`config.mk`:
```
export PLATFORM = sky130hd
export DESIGN_NAME = phased_clock_bank_flat
export DESIGN_NICKNAME = d
export VERILOG_FILES = /design/src/rtl/phased_clock_bank_if.sv /design/src/rtl/phased_clock_bank.sv /design/src/flat_wrapper.sv
export SDC_FILE = /design/constraint.sdc
export NUM_CORES = 1
export LEC_CHECK = 0
export ABC_CLOCK_PERIOD_IN_PS = 2400
export CORE_MARGIN = 2
export CORE_UTILIZATION = 59
export CTS_BUF_LIST = sky130_fd_sc_hd__clkbuf_8
export CTS_CLUSTER_DIAMETER = 80
export DETAILED_ROUTE_END_ITERATION = 10
export PLACE_DENSITY_LB_ADDON = 0.1
export SLEW_MARGIN = 40
export SYNTH_ARGS = -nofsm -noshare
export SYNTH_HDL_FRONTEND = slang
export SYNTH_SLANG_ARGS = --single-unit
```
`constraint.sdc`:
```
create_clock -name clk -period 2.4 [get_ports clk]
set_input_delay 0.48 -clock clk [delete_from_list [all_inputs] [get_ports clk]]
set_output_delay 0.48 -clock clk [all_outputs]
set_load 0.02 [all_outputs]
```
`src/rtl/phased_clock_bank_if.sv`:
```
// Host write/commit port and transducer output bus of phased_clock_bank.
// The host drives the master side; the clock bank implements the slave side.
interface phased_clock_bank_if #(
   parameter int CHANNELS   = 8,
   parameter int CNT_WIDTH  = 10,
   parameter int ADDR_WIDTH = 4
);
   logic                  wr_en;
   logic [ADDR_WIDTH-1:0] wr_addr;
   logic [CNT_WIDTH+1:0]  wr_data;
   logic                  commit;
   logic                  busy;
   logic                  sync;
   logic [CHANNELS-1:0]   out;

   modport master (output wr_en, wr_addr, wr_data, commit, input busy, sync, out);
   modport slave  (input wr_en, wr_addr, wr_data, commit, output busy, sync, out);
endinterface

```
`src/rtl/phased_clock_bank.sv`:
```
// Multi-channel square-wave generator sharing one half-period count, with
// double-buffered per-channel phase/sign/enable applied together at period end.
module phased_clock_bank #(
   parameter int CHANNELS       = 8,
   parameter int CNT_WIDTH      = 10,
   parameter int ADDR_WIDTH     = 4,
   parameter int DEFAULT_DIVIDE = 624
) (
   input  logic               clk,
   input  logic               rst,
   phased_clock_bank_if.slave bus
);
   typedef logic [CNT_WIDTH-1:0] cnt_t;

   // Field order matches the channel write-data layout, so a write is a plain cast.
   typedef struct packed {
      logic oe;
      logic sign;
      cnt_t offset;
   } ch_cfg_t;

   localparam cnt_t                  DIVIDE_RST = cnt_t'(DEFAULT_DIVIDE);
   localparam logic [ADDR_WIDTH-1:0] DIV_ADDR   = ADDR_WIDTH'(CHANNELS);

   cnt_t                cnt_q, cnt_d;
   logic                mh_q, mh_d;
   cnt_t                div_act_q, div_act_d;
   cnt_t                div_sh_q, div_sh_d;
   ch_cfg_t             sh_q [CHANNELS];
   ch_cfg_t             sh_d [CHANNELS];
   logic [CHANNELS-1:0] oe_act_q, oe_act_d;
   cnt_t                ch_cnt_q [CHANNELS];
   cnt_t                ch_cnt_d [CHANNELS];
   logic [CHANNELS-1:0] ch_lvl_q, ch_lvl_d;
   logic                pending_q, pending_d;
   logic                sync_q, sync_d;
   logic                period_end;
   logic                apply;

   always_comb begin
      // NOTE: every always_comb output gets a default first so no path leaves it unassigned (no latch).
      cnt_d     = cnt_q + 1'b1;
      mh_d      = mh_q;
      div_act_d = div_act_q;
      div_sh_d  = div_sh_q;
      sh_d      = sh_q;
      oe_act_d  = oe_act_q;
      ch_cnt_d  = ch_cnt_q;
      ch_lvl_d  = ch_lvl_q;

      period_end = (cnt_q == div_act_q) && mh_q;
      apply      = period_end && pending_q;

      if (apply) begin
         cnt_d     = '0;
         mh_d      = 1'b0;
         div_act_d = div_sh_q;
      end else if (cnt_q == div_act_q) begin
         cnt_d = '0;
         mh_d  = ~mh_q;
      end

      // A commit coinciding with an apply re-arms for the next period end.
      pending_d = apply ? bus.commit : (pending_q | bus.commit);
      sync_d    = apply;

      if (bus.wr_en && (bus.wr_addr == DIV_ADDR)) begin
         div_sh_d = bus.wr_data[CNT_WIDTH-1:0];
      end

      for (int i = 0; i < CHANNELS; i++) begin
         if (bus.wr_en && (bus.wr_addr == ADDR_WIDTH'(i))) begin
            sh_d[i] = ch_cfg_t'(bus.wr_data);
         end
         // Apply reads the pre-write shadows, so a same-cycle write waits for the next commit.
         if (apply) begin
            ch_cnt_d[i] = (sh_q[i].offset > div_sh_q) ? div_sh_q : sh_q[i].offset;
            ch_lvl_d[i] = sh_q[i].sign;
            oe_act_d[i] = sh_q[i].oe;
         end else if (ch_cnt_q[i] == div_act_q) begin
            ch_cnt_d[i] = '0;
            ch_lvl_d[i] = ~ch_lvl_q[i];
         end else begin
            ch_cnt_d[i] = ch_cnt_q[i] + 1'b1;
         end
      end
   end

   always_ff @(posedge clk) begin
      // NOTE: state updates use <= so every register samples the pre-edge values.
      if (!rst) begin
         cnt_q     <= '0;
         mh_q      <= 1'b0;
         div_act_q <= DIVIDE_RST;
         div_sh_q  <= DIVIDE_RST;
         oe_act_q  <= '0;
         ch_lvl_q  <= '0;
         pending_q <= 1'b0;
         sync_q    <= 1'b0;
         // NOTE: the register arrays are reset explicitly; shadows must read as zero after reset.
         for (int i = 0; i < CHANNELS; i++) begin
            sh_q[i]     <= '0;
            ch_cnt_q[i] <= '0;
         end
      end else begin
         cnt_q     <= cnt_d;
         mh_q      <= mh_d;
         div_act_q <= div_act_d;
         div_sh_q  <= div_sh_d;
         sh_q      <= sh_d;
         oe_act_q  <= oe_act_d;
         ch_cnt_q  <= ch_cnt_d;
         ch_lvl_q  <= ch_lvl_d;
         pending_q <= pending_d;
         sync_q    <= sync_d;
      end
   end

   assign bus.out  = ch_lvl_q & oe_act_q;
   assign bus.busy = pending_q;
   assign bus.sync = sync_q;

endmodule

```
`src/flat_wrapper.sv`:
```
// flat-port wrapper written by rule: the top's interface ports become plain ports
module phased_clock_bank_flat 
#(
   parameter int CHANNELS       = 8,
   parameter int CNT_WIDTH      = 10,
   parameter int ADDR_WIDTH     = 4,
   parameter int DEFAULT_DIVIDE = 624
)
  (clk, rst, bus_wr_en, bus_wr_addr, bus_wr_data, bus_commit, bus_busy, bus_sync, bus_out);
  phased_clock_bank_if #(.CHANNELS(CHANNELS), .CNT_WIDTH(CNT_WIDTH), .ADDR_WIDTH(ADDR_WIDTH)) bus_i ();
  input  logic clk;
  input  logic rst;
  input wire logic [$bits(bus_i.wr_en)-1:0] bus_wr_en;
  input wire logic [$bits(bus_i.wr_addr)-1:0] bus_wr_addr;
  input wire logic [$bits(bus_i.wr_data)-1:0] bus_wr_data;
  input wire logic [$bits(bus_i.commit)-1:0] bus_commit;
  output wire logic [$bits(bus_i.busy)-1:0] bus_busy;
  output wire logic [$bits(bus_i.sync)-1:0] bus_sync;
  output wire logic [$bits(bus_i.out)-1:0] bus_out;
  assign bus_i.wr_en = bus_wr_en;
  assign bus_i.wr_addr = bus_wr_addr;
  assign bus_i.wr_data = bus_wr_data;
  assign bus_i.commit = bus_commit;
  assign bus_busy = bus_i.busy;
  assign bus_sync = bus_i.sync;
  assign bus_out = bus_i.out;
  phased_clock_bank #(.CHANNELS(CHANNELS), .CNT_WIDTH(CNT_WIDTH), .ADDR_WIDTH(ADDR_WIDTH), .DEFAULT_DIVIDE(DEFAULT_DIVIDE)) u_core (.clk(clk), .rst(rst), .bus(bus_i));
endmodule
```
* After elaboration in Yosys (flattened, before gate mapping)
Cells that the tools add are included.
Word-level totals: bits in registers 225, input bits 20, output and inout port bits 10, logic and storage cells 156
Cells by class: add/subtract/negate cells 9, $lt $le $gt $ge 8, eq/ne operators 17, muxes and demuxes 41, bitwise logic cells 12, reduce and logical (&&, ||, !) cells 22
Operators with widths (number):
- 10-bit two-way mux | 24
- 10-bit by 1-bit adder with 10-bit output (second input constant) | 9
- 10-bit == test | 9
- 10-bit > comparator | 8
- 1-bit two-way mux | 17
- 4-bit by 3-bit == test with 1-bit output (second input constant) | 4
- 2-bit nonzero test | 8
- 1-bit logical AND | 11
- 1-bit inverter | 10
- 8-bit bitwise AND | 1
- 4-bit by 2-bit == test with 1-bit output (second input constant) | 2
- 4-bit by 1-bit == test with 1-bit output (second input constant) | 1
- 4-bit == test (second input constant) | 1
- 4-bit logical NOT | 1
- 3-bit OR reduction | 1
- 2-bit OR reduction | 1
- 1-bit OR | 1

* Logic depth before layout (Yosys ltp)
depth after elaboration 4, depth in mapped cells 9, gate-level depth less buffers 7

* Worst setup path after synthesis
Ideal clock, no wire load.
path kind register to register, start point register u_core.div_sh_q[1], end point register u_core.ch_cnt_q[30] (netlist name), setup time 0.146 ns, arrival time 2.285 ns, required time 2.254 ns, setup slack -0.031 ns, cell stages (with the launch flop) 9, buffers on the path 1, clock period less this slack 2.431 ns, cells stage by stage dfxtp_1 -> inv_1 -> ha_1 -> nor2b_1 -> o2111a_1 -> a2111oi_0 -> or2_2 -> buf_1 -> o221ai_2
Between the ends: cells in the longest elaborated chain, start to end 3
RTL lines:
- from (decl) | RTL line phased_clock_bank.sv:28 | cnt_t div_sh_q, div_sh_d;
- from (signal assigned) | RTL line phased_clock_bank.sv:109 | div_sh_q <= div_sh_d;
- 10-bit > comparator | RTL line phased_clock_bank.sv:77 | ch_cnt_d[i] = (sh_q[i].offset > div_sh_q) ? div_sh_q : sh_q[i].offset;
- 10-bit two-way mux | RTL line phased_clock_bank.sv:77
- 10-bit two-way mux | RTL line phased_clock_bank.sv:76 | if (apply) begin
- to (signal assigned) | RTL line phased_clock_bank.sv:112 | ch_cnt_q <= ch_cnt_d;
- to (decl) | RTL line phased_clock_bank.sv:32 | cnt_t ch_cnt_q [CHANNELS];
Every way passes these cells. A chain may end at the register's enable or synchronous reset.

* Worst setup path after layout
start point register u_core.div_sh_q[1], end point register u_core.ch_cnt_q[54] (netlist name)
Same word-level chain as after synthesis.

==> flow_summary_export.csv <==
group,metric,value,unit
timing,slew_headroom,49.2,%
final_layout,final_cell_area,0.0151,mm^2
timing,fin_skew,28.0,ps
floorplanning,io-pin-count,30,
final_layout,layout_commonest_cell,"dfxtp_1",
timing,fin_ws,-3.01,ps
clock_network,clk_latency,560,ps
yosys,async_flop_share,0,%
pwr,pwr-share-seq,47.9,%
clock_network,cts_hold_buf,0,
pwr,p_sw,1950,uW
pwr,comb_power_share,5.7,%
floorplanning,num_rows,54,
yosys,ys_types,54,
clock_network,clock-root-buffer,"clkbuf_8",
yosys,synth-edff-count,0,
timing,slew_viol_final,0,
yosys,synth_top_cell_by_area,"dfxtp_1",
pwr,power.total,8110,uW
yosys,avgSynthCellArea,8.92,um^2
grt,grt-ovfl-total,0,
setup_path,critPathKind,"reg2reg",
yosys,yosys-top-cells-area,"dfxtp_1, ha_1, xor2_1",
setup_path,cp_max_fo,6,
worst_hold_path,whs_path_depth,2,
setup_path,r2r_cells,9,
place,numPortBuffers,29,
floorplanning,coreArea,0.0216,mm^2
routing,routed_via_density,6.28,
grt,grt_pass1_vias,10500,
routing,num_vias,11400,
routing,wl,39.6,mm
floorplanning,die_area,0.0230,mm^2
final_layout,fin_nets,1621,
clock_network,path_clk_slew,60,ps
floorplanning,die_h,152,um
place,hpwl,27.6,mm
timing,hold_slack,447,ps
final_layout,layout.cells.non_filler,1815,
pwr,leakage,0.00610,uW
timing,hold_viol_final,0,
grt,grt_max_degree,52,
setup_path,required,2800,ps
floorplanning,die_x,152,um
run_status,status,"complete, but fails checks",
place,gp_congestion,0.952,
routing,drcViolationCount,0,
pwr,internal-power,6160,uW
setup_path,cp-end-kind,"flip-flop",
setup_path,r2r_setup_slack,-3,ps
timing,setup_viol,1,
timing,grt_setup_unrepaired,"yes",
clock_network,cts_tree,"done",
final_layout,syn_to_final_growth,17.2,%
grt,antenna_found_initial,0,
setup_path,worstPathArrival,2800,ps
worst_hold_path,hold_start,"u_core.oe_act_q[3]",
clock_network,cts_inserted_buffers,41,
yosys,synth_flop_cell,"dfxtp_1",
setup_path,r2r_end,"u_core.ch_cnt_q[54]",
yosys,synthCells,1444,
timing,min_period_over_period,100,%
yosys,yosys_warnings,0,
place,postPlaceCellArea,0.0139,mm^2
timing,worst_slew_pin_slew,759,ps
setup_path,crit_path_start_kind,"flip-flop",
timing,fmax,0.416,GHz
pwr,power.share.clock,46.4,%
worst_hold_path,whs_endpoint,"u_core.oe_act_q[3]",
routing,wl_per_cell,21.8,um
place,dp_cells,1737,
yosys,synth_top_cell_area_share,35.0,%
timing,post-route-min-period,2400,ps
routing,ant_nets,0,
final_layout,drive_above_1_share,15.2,%
floorplanning,start_util,59.6,%
clock_network,cts_buffer_depth,3,
run,maxCapViolations,0,
yosys,synth_area,0.0129,mm^2
yosys,mappedNetlistNets,1553,
grt,gr-usage-all-layers,33.9,%
setup_path,path_cells,"inv_1 -> buf_4 -> ha_1 -> nand2b_1 -> a211oi_2 -> a2111oi_2 -> clkdlybuf4s15_2 -> o211ai_1 -> o221ai_1",
grt,grt_pass1_wl,58.7,mm
setup_path,critical_path.slowest_cell,"o211ai_1",
setup_path,slowest_delay,350,ps
worst_hold_path,holdCritPathClass,"reg2reg",
setup_path,rr_startpoint,"u_core.div_sh_q[1]",
final_layout,antenna_cells,0,
run_status,violations,"negative setup slack",
routing,first_pass_iters,5,
pwr,sw_frac_of_total,24.0,%
pwr,power_density,537,mW/mm^2
clock_network,h-tree-depth,2,
yosys,synth_seq_cells,225,
final_layout,mostFrequentLayoutCells,"dfxtp_1, nand2_1, xor2_1",
clock_network,clock_sinks,225,
routing,first_iter_violations,1201,
pwr,ir_worst_vdd,439,uV
yosys,seq_area_frac_synth,35.0,%
==> per-layer routing <==
layer  global-route usage (%)  routed length (um)
met5                        0                   0
met4                     12.7                1250
met3                     5.21                3420
met2                     51.1               17400
met1                     48.9               17500
==> cell usage after synthesis, types with 14 or more instances <==
cell       instances
o221ai_1          39
xor2_1           115
nor2_1           108
dfxtp_1          225
a21oi_1          104
ha_1              89
xnor2_1           52
nor4_1            18
a2111oi_0         32
buf_1             14
inv_1             44
nand2_1          143
and3_1            19
nand3_1           36
clkbuf_1          68
o211ai_1          53
mux2i_1           70
o21ai_0           23
a211oi_1          39
nand4_1           33
==> critical path: cells and delay by family, from the launching register on <==
| family | cells | cell delay (ps) |
|---|---|---|
| buffers and inverters | 3 | 710 |
| AO/OA/AOI/OAI | 4 | 860 |
| flip-flops | 1 | 330 |
| adder cells (fa/ha/maj) | 1 | 280 |
| AND/OR/NAND/NOR | 1 | 70 |
==> stage by stage <==
stage	utilization, %	TNS, ps	setup slack [ps]
after floorplan	-	0	157
after global placement	64.1	-1700	-135
after detailed placement	64.1	-2840	-157
after CTS	68.3	0	0.771
after global routing	69.8	-1030	-81.8
final	69.8	-3.01	-3.01
==> how the worst max path moves through the flow <==
stage / from / to / slack [ps] / cells after the start
after global placement: u_core.div_sh_q[1] / u_core.ch_cnt_q[39] / -130 / 9
after CTS: u_core.div_sh_q[3] / u_core.ch_cnt_q[2] / 0.8 / 7
final: u_core.div_sh_q[1] / u_core.ch_cnt_q[54] / -3 / 9
after global routing: u_core.div_sh_q[5] / u_core.ch_cnt_q[59] / -80 / 9
after floorplan: u_core.div_sh_q[7] / u_core.ch_cnt_q[40] / 160 / 8
after detailed placement: u_core.div_sh_q[4] / u_core.ch_cnt_q[39] / -160 / 9
==> power groups by stage <==
stage	logic, uW	clock network [uW]	registers (uW)
detailed placement	436	0	3960
CTS	441	3800	3880
global route	503	3950	3890
global placement	428	0	3960
finish	460	3760	3890
floorplan	284	0	3940
==> layout make-up <==
type / instances / area (um^2)
well taps: 280 / 350
multi-input cells: 1070 / 7990
inverters: 44 / 183
fillers: 1760 / 6520
flip-flops and latches: 225 / 4510
repair buffers: 130 / 1230
clock buffers: 53 / 729
clock inverters: 13 / 109
==> sequential cells by signal, summed over array words and instances (netlist names) <==
signal	flops
u_core.sh_q	96
u_core.ch_cnt_q	80
u_core.cnt_q	10
u_core.div_act_q	10
u_core.div_sh_q	10
u_core.ch_lvl_q	8
u_core.oe_act_q	8
u_core.bus.busy	1
u_core.bus.sync	1
u_core.mh_q	1
==> cell families (layout without fill, tap and decap cells) <==
group                      after synthesis  count (layout)  synth area share (%)
DFF                                    225             225                  35.0
xor gates and xnor gates               171             171                  11.9
muxes                                   70              70                  5.44
buffers and inverters                  149             240                  5.06
and+or+nand+nor                        420             420                  16.4
AOI/OAI and AO/OA                      320             320                  17.7
adders and majority gates               89              89                  8.64
==> timing repair <==
item                                    4_1_cts  5_1_grt
cloned                                        0        2
endpoints found under the setup margin       34       80
resized for setup                            15       50
setup buffers                                 1        9
pin swaps                                     1       11
Power figures use the tool's default switching activity.
